**config.mk**
```make
export PLATFORM = sky130hd
export DESIGN_NAME = simon_out_buffer
export DESIGN_NICKNAME = d
export VERILOG_FILES = /design/src/rtl/simon_out_buffer.sv
export SDC_FILE = /design/constraint.sdc
export NUM_CORES = 1
export LEC_CHECK = 0
export ABC_AREA = 1
export BUFFER_PORTS_ARGS = -buffer_cell sky130_fd_sc_hd__buf_2
export CORE_UTILIZATION = 28
export CTS_BUF_LIST = sky130_fd_sc_hd__clkbuf_4 sky130_fd_sc_hd__clkbuf_8
export DETAILED_ROUTE_END_ITERATION = 6
export HOLD_SLACK_MARGIN = 0.12
export PLACE_DENSITY_LB_ADDON = 0.25
export SLEW_MARGIN = 20
export SYNTH_ARGS = -nofsm -noshare
export SYNTH_HDL_FRONTEND = slang
export SYNTH_SLANG_ARGS = --single-unit
```
**constraint.sdc**
```tcl
create_clock -name clk -period 2.7 [get_ports clk]
set_input_delay 0.54 -clock clk [delete_from_list [all_inputs] [get_ports clk]]
set_output_delay 0.54 -clock clk [all_outputs]
set_load 0.05 [all_outputs]
```
**src/rtl/simon_out_buffer.sv**
```systemverilog
// SIMON_128128 result capture stage: acks each core result once and
// queues {enc_dec, block} in a small FIFO toward a valid/ready consumer.
module simon_out_buffer #(
  parameter int N     = 64,
  parameter int DEPTH = 4,
  parameter int AW    = 2
) (
  input  logic                clk,
  input  logic                nR,
  input  logic                doneData,
  input  logic [1:0][N-1:0]   outData,
  input  logic                enc_dec,
  output logic                readData,
  output logic                out_valid,
  input  logic                out_ready,
  output logic [1:0][N-1:0]   out_block,
  output logic                out_dir,
  output logic [AW:0]         count
);

  typedef enum logic {
    IDLE,
    ACK
  } state_t;

  typedef logic [2*N:0] entry_t;

  localparam logic [AW:0] FULL = (AW+1)'(DEPTH);

  state_t         state_q, state_d;
  logic           rd_data_q, rd_data_d;
  logic [AW-1:0]  wr_ptr_q, wr_ptr_d;
  logic [AW-1:0]  rd_ptr_q, rd_ptr_d;
  logic [AW:0]    count_q, count_d;
  entry_t         mem_q [DEPTH];
  entry_t         mem_d [DEPTH];

  logic           pop;
  logic           push;

  assign out_valid = (count_q != '0);
  assign pop       = out_valid & out_ready;

  // A full FIFO still accepts when its head leaves on the same edge.
  assign push = (state_q == IDLE) & doneData &
                ((count_q != FULL) | pop);

  always_comb begin
    state_d   = state_q;
    rd_data_d = rd_data_q;
    unique case (state_q)
      IDLE: begin
        if (push) begin
          state_d   = ACK;
          rd_data_d = 1'b1;
        end
      end
      ACK: begin
        if (!doneData) begin
          state_d   = IDLE;
          rd_data_d = 1'b0;
        end
      end
      default: begin
        state_d   = IDLE;
        rd_data_d = 1'b0;
      end
    endcase
  end

  always_comb begin
    mem_d    = mem_q;
    wr_ptr_d = wr_ptr_q;
    rd_ptr_d = rd_ptr_q;
    count_d  = count_q;
    if (push) begin
      mem_d[wr_ptr_q] = {enc_dec, outData};
      wr_ptr_d        = wr_ptr_q + 1'b1;
    end
    if (pop) begin
      rd_ptr_d = rd_ptr_q + 1'b1;
    end
    unique case (1'b1)
      (push & ~pop): count_d = count_q + 1'b1;
      (pop & ~push): count_d = count_q - 1'b1;
      default:       count_d = count_q;
    endcase
  end

  always_ff @(posedge clk or negedge nR) begin
    if (!nR) begin
      state_q   <= IDLE;
      rd_data_q <= 1'b0;
      wr_ptr_q  <= '0;
      rd_ptr_q  <= '0;
      count_q   <= '0;
      for (int i = 0; i < DEPTH; i++) begin
        mem_q[i] <= '0;
      end
    end else begin
      state_q   <= state_d;
      rd_data_q <= rd_data_d;
      wr_ptr_q  <= wr_ptr_d;
      rd_ptr_q  <= rd_ptr_d;
      count_q   <= count_d;
      mem_q     <= mem_d;
    end
  end

  assign readData             = rd_data_q;
  assign count                = count_q;
  assign {out_dir, out_block} = mem_q[rd_ptr_q];

endmodule

```
-- Yosys cells after proc, flatten, opt, wreduce, memory -nomap -nowiden
Cells that the tools add are included.
- flip-flop bits (word level): 525
- bits in writable memories: 0
- word-level logic and storage cells: 47
- output and inout port bits: 134
- bits in read-only memories: 0
- memories: 0
- bits in latches: 0
- div/mod/pow operators: 0
- reductions and logical operators: 4
- bitwise operators: 11
- $lt $le $gt $ge: 3
- equality and inequality tests: 3
- $mul: 0
- shifts and indexed selects: 0
- mux-type cells: 13
- add/sub/neg operators: 4
- operator list (kind ; number):
    516-bit bitwise mux ; 1
    129-bit 2-to-1 mux ; 3
    129-bit binary-select mux with 2-bit select ; 1
    129-bit demux with 2-bit select ; 1
    3-bit >= comparator (second input constant) ; 2
    2-bit inverter with 3-bit output ; 2
    3-bit case mux with 2 select lines ; 1
    1-bit bitwise AND ; 5
    2-bit by 1-bit adder with 2-bit output (second input constant) ; 2
    1-bit 2-to-1 mux ; 4
    2-bit inequality test (second input constant) ; 2
    1-bit case mux with 2 select lines ; 2
    3-bit by 1-bit adder with 3-bit output (second input constant) ; 1
    3-bit by 1-bit less-than comparator with 1-bit output (second input constant) ; 1
    3-bit inequality test (second input constant) ; 1
    1-bit inverter ; 3
    3-bit nonzero test ; 1
    3-bit by 1-bit subtractor with 3-bit output (second input constant) ; 1
    2-bit AND reduction ; 1
    2-bit nonzero test ; 1
    1-bit logical AND ; 1
    1-bit bitwise OR ; 1

-- Longest topological paths before layout
- word-level depth: 7
- gate-level depth with buffers: 12

-- Worst setup path before layout
No wires, ideal clock.
- path type: reg-to-reg
- start: register count_q[0] (netlist: count[0])
- end: register count_q[2] (netlist: count[2])
- clock period less this slack: 2.459 ns
- data required time: 2.576 ns
- library setup time: 0.124 ns
- arrival: 2.335 ns
- slack: 0.241 ns
- path buffers: 0
- cell stages (with the launch flop): 11
- cell sequence: dfrtp_1 -> nor2_1 -> nand2_1 -> nand2_1 -> inv_1 -> ha_1 -> inv_1 -> fa_1 -> nand2_1 -> nand3_1 -> xor2_1
- word-level cells in the longest chain between the ends: 7
- elaborated cells on any way between the ends: 13
- classes of those cells: 2 x add/sub; 1 x eq/ne; 1 x mux; 7 x bitwise; 2 x reduce/logical
- RTL lines (element ; line ; source):
    from (decl) ; 34 ; logic [AW:0] count_q, count_d;
    from (signal assigned) ; 105 ; count_q <= count_d;
    3-bit nonzero test * ; 41 ; assign out_valid = (count_q != '0);
    named net out_valid ; 14 ; output logic out_valid,
    1-bit bitwise AND * ; 42 ; assign pop = out_valid & out_ready;
    named net pop ; 38 ; logic pop;
    1-bit bitwise OR ; 46 ; ((count_q != FULL) | pop);
    1-bit bitwise AND ; 45 ; assign push = (state_q == IDLE) & doneData &
    1-bit inverter ; 85 ; (pop & ~push): count_d = count_q - 1'b1;
    1-bit bitwise AND ; 85 ;
    3-bit case mux with 2 select lines or 2-bit nonzero test (tied branches) ; -- ;
Mark *: on every way through the listed nets, which the timed path passes. The rest lies on a longest branch.
A chain may end at the register's enable or synchronous reset.

==> results.txt <==
Counting cells, the worst reg-to-reg path comes to 8. The number of instances in the synthesized netlist came out at 3080. The synthesized design spends more area on one cell type than any other, namely sky130_fd_sc_hd__dfrtp_1. Once routing completed, OpenROAD measured the worst setup slack at -119.0 ps. In the final design database the tool counted 3572 nets. Global routing consumed, over all layers together, 21.70% of the routing resources. The aggregate routed wire length came out at 109100 um. The total count of hold-check failures in the final report is 0. In this run the standard cell core region covers 89870 sq um.

The total nets after synthesis is 3219. The tightest slew margin relative to the limit came out at 26.92%. The largest stage delay on the critical path came out at 500 ps.

The endpoint required time on the critical path came out at 2160 ps. The leakage power total is 16.79 nW. The share of the clock period used by the worst path is 104.4%.

The number of global-route vias before repair is 24120. The tool flagged a number of max-cap violations equal to 0. Summed over all layers, the global routing overflow is 0.

The most critical setup path has its endpoint at out_block[27]. The final cell count without fillers came out at 4689. The first detailed-routing pass took 5 iterations. The post-route minimum period is 2819 ps.

The critical path in this run is classified as reg -> out. The total clock sinks is 525. In this design, the largest share of critical-path delay is due to buffers and inverters. The first-pass GRT wire length came out at 152500 um. In this design, the critical path's most frequently occurring cell is sky130_fd_sc_hd__buf_12. The initialized floorplan defines 110 standard-cell rows.

STA classifies the critical path endpoint as an output port. Counting instances in the post-synthesis netlist gives the leading cell types as sky130_fd_sc_hd__nand2_1, sky130_fd_sc_hd__dfrtp_1, sky130_fd_sc_hd__nand4_1, sky130_fd_sc_hd__nor2_1, sky130_fd_sc_hd__o21ai_0. In the final timing run, aggregate negative setup slack is -6455 ps. The floorplan die width came out at 302.9 um.

After detailed routing, the average wire length per cell comes to 23.27 um. The final core area utilization is 38.71%. The average vias per placed instance is 5.305. The number of antenna violations at the first check in global routing is 7. The HPWL after detailed placement is 46900 um. The largest clock skew in the final design came out at 16.59 ps. The critical path depth is 7. The signal on the critical path passes through buf_12 > clkinv_16 > buf_16 > buf_12 > nor2_1 > o22ai_1 > buf_4.

The total CTS buffers came out at 100. The portion of synthesized cell area occupied by the leading cell type came out at 51.81%. The Yosys step of the flow raised 0 warnings. The number of remaining DRC errors came out at 0. The DRC marker count from the first detailed-route iteration is 2180. The maximum vdd drop came out at 1.256 mV. The routability congestion estimate from global placement came out at 0.7355.

The arrival time at the worst endpoint is 2280 ps. The slew at the pin closest to its max-slew limit is 1096 ps. The maximum clock path buffer count is 3. The signed area change from the synthesized netlist to the final layout is 37.19%.

The count of vias placed by the detailed router is 24880. In the post-synthesis netlist, the cell with the most instances is sky130_fd_sc_hd__nand2_1. After layout, the design draws a total of 54.84 mW. The startpoint identified for the worst register-to-register timing path is count[1]$_DFFE_PN0P_. The number of buffers and inverters on the critical path is 5. The number of primary I/O pins came out at 267. The critical path launch point is rd_ptr_q[0]$_DFFE_PN0P_. In this run the critical register-to-register path is captured at count[1]$_DFFE_PN0P_. The simple-gate portion of the synthesized area is 32.37%. The clock transition at the register clock pins on the worst setup and hold paths after CTS is 60 ps. In the post-synthesis netlist, the biggest area contributors are sky130_fd_sc_hd__dfrtp_1, sky130_fd_sc_hd__nand2_1, sky130_fd_sc_hd__nand4_1, sky130_fd_sc_hd__nor2_1, sky130_fd_sc_hd__o21ai_0.

The post-synthesis share of cell area spent on full adders, half adders and majority gates came out at 0.3256%. The post-synthesis async set-or-reset flop share is 100.0%. The synthesized-area fraction occupied by ao, oa, aoi and oai cells is 8.353%.

The worst hold path begins at out_ready. The insertion delay to the later sink of the worst-skew pair is 730 ps. The H-tree level count came out at 3.

The layout cell share with drive strength beyond 1 is 23.20%. The port buffer count came out at 266. The xor and xnor fraction of the mapped netlist area is 0.1381%.

The minimum setup slack among reg-to-reg paths came out at 460 ps. By area, the combinational part of the netlist is dominated by simple AND/OR/NAND/NOR gates. The path class of the tightest hold or removal check is in -> reg. The pin count of the biggest net entering global routing came out at 189. The number of distinct library cells after synthesis is 24. The total standard cell area after synthesis is 25360 sq um. The maximum operating frequency is 0.3547 GHz.

The register bit count reported by yosys came out at 525. Timing analysis after detailed placement gives a worst setup slack of 364.0 ps. The synthesized area divided by synthesized cell count came out at 8.234 sq um. The share of the Yosys chip area taken by registers is 51.81%. The die height came out at 302.9 um. The biggest fanout along the worst timing path came out at 8.

The number of nets with antenna violations after detailed routing is 0. In the synthesized netlist the dominant register cell turns out to be sky130_fd_sc_hd__dfrtp_1. The power density over cell area came out at 1576 nW/um^2.

Clock tree synthesis selected as its root buffer the cell sky130_fd_sc_hd__clkbuf_8. Including well taps, the total number of placed cells is 4290. The portion of synthesized area spent on multiplexers is 0%. Setup violations remaining at the end of the flow were counted as 118. The number of slew-limit violations in the final report came out at 0. The checks that failed: setup timing. Yosys mapped a number of flops with a built-in enable equal to 0. Setup repair after global routing could not meet its margin everywhere.

The area of the die is 91780 sq um. The TritonCTS clock tree is yes. On the critical path, the stage with the largest delay is an instance of sky130_fd_sc_hd__dfrtp_4. The flow ran to the end, but the final reports show violations. The worst setup path is launched from a flop.

Once the floorplan was initialized, standard cells occupied 28.22% of the core.
-- stage by stage --
stage	area [sq um]	hold WS, ps
floorplan	25360	244.4
global placement	27720	447.9
detailed placement	27720	453.0
CTS	32840	254.3
global route	34780	297.6
finish	34790	345.9
-- cells in the final DEF (no fill, tap or decap), drive strengths merged --
master / synthesis / routed
ha: 5 / 5
clkinvlp: 0 / 3
nand3: 7 / 7
buf: 213 / 404
inv: 14 / 13
nand4: 516 / 516
dfrtp: 525 / 525
dlygate4sd3: 0 / 131
diode: 0 / 8
bufinv: 0 / 4
nand2: 1044 / 1044
xor2: 2 / 2
fa: 1 / 1
a21oi: 1 / 1
clkinv: 0 / 13
xnor2: 2 / 2
o21ai: 261 / 261
o22ai: 129 / 129
nor2: 262 / 262
clkbuf: 98 / 182
-- timing repair --
action | CTS | global route
pin swaps | 46 | 99
endpoints found under the hold margin | 606 | 0
setup endpoints to repair | 129 | 129
setup buffers | 18 | 17
cloned | 23 | 35
hold buffers | 131 | 0
gates resized for setup | 269 | 347
-- worst min-delay path: stages --
cell and delay, ps:
sky130_fd_sc_hd__buf_2 90, sky130_fd_sc_hd__nor2_1 80, sky130_fd_sc_hd__nand2_8 150, sky130_fd_sc_hd__nand3_1 100, sky130_fd_sc_hd__nand2_1 70
-- worst min-delay path by stage --
stage	to	cells after the start
finish	wr_ptr_q[1]$_DFFE_PN0P_	5
global route	wr_ptr_q[1]$_DFFE_PN0P_	5
CTS	wr_ptr_q[1]$_DFFE_PN0P_	5
detailed placement	mem_q[276]$_DFFE_PN0P_	2
global placement	mem_q[140]$_DFFE_PN0P_	2
floorplan	count[0]$_DFFE_PN0P_	0
-- registers in the layout (all words and copies together) (netlist names) --
name	count
mem_q	516
count	3
rd_ptr_q	2
wr_ptr_q	2
readData	1
state_q	1
-- cell families after synthesis --
family          Yosys count
compound gates          391
xor+xnor                  4
fa+ha+maj                 6
buf+inv                 325
flops                   525
simple gates           1829
-- routing by layer --
metal / vias to the layer above / global-route usage, % / part of all wire (%) / routed length, um
met2: 866 / 33.57 / 46 / 50480
met4: 0 / 5.958 / 2.2 / 2421
met1: 12480 / 30.90 / 46 / 49860
met5: - / 0 / 0 / 0
li1: 11400 / - / - / -
met3: 139 / 3.974 / 5.8 / 6356
-- final cells by class --
| cell class | instances | area [sq um] |
|---|---|---|
| clock inverters | 17 | 192.7 |
| diodes | 8 | 20.02 |
| fillers | 9117 | 55080 |
| repair inverters | 2 | 32.53 |
| well taps | 1176 | 1471 |
| clock buffers | 157 | 1929 |
| multi-input cells | 2230 | 11590 |
| repair buffers | 560 | 6321 |
| flip-flops and latches | 525 | 13150 |
| inverters | 14 | 91.34 |
-- where the power goes --
part	total, mW	switching, mW	internal [mW]
Combinational	32.7	21.3	11.4
Clock	8.53	3.65	4.88
Sequential	13.6	2.15	11.4
Total	54.8	27.1	27.7
(Power assumes the default switching activity.)
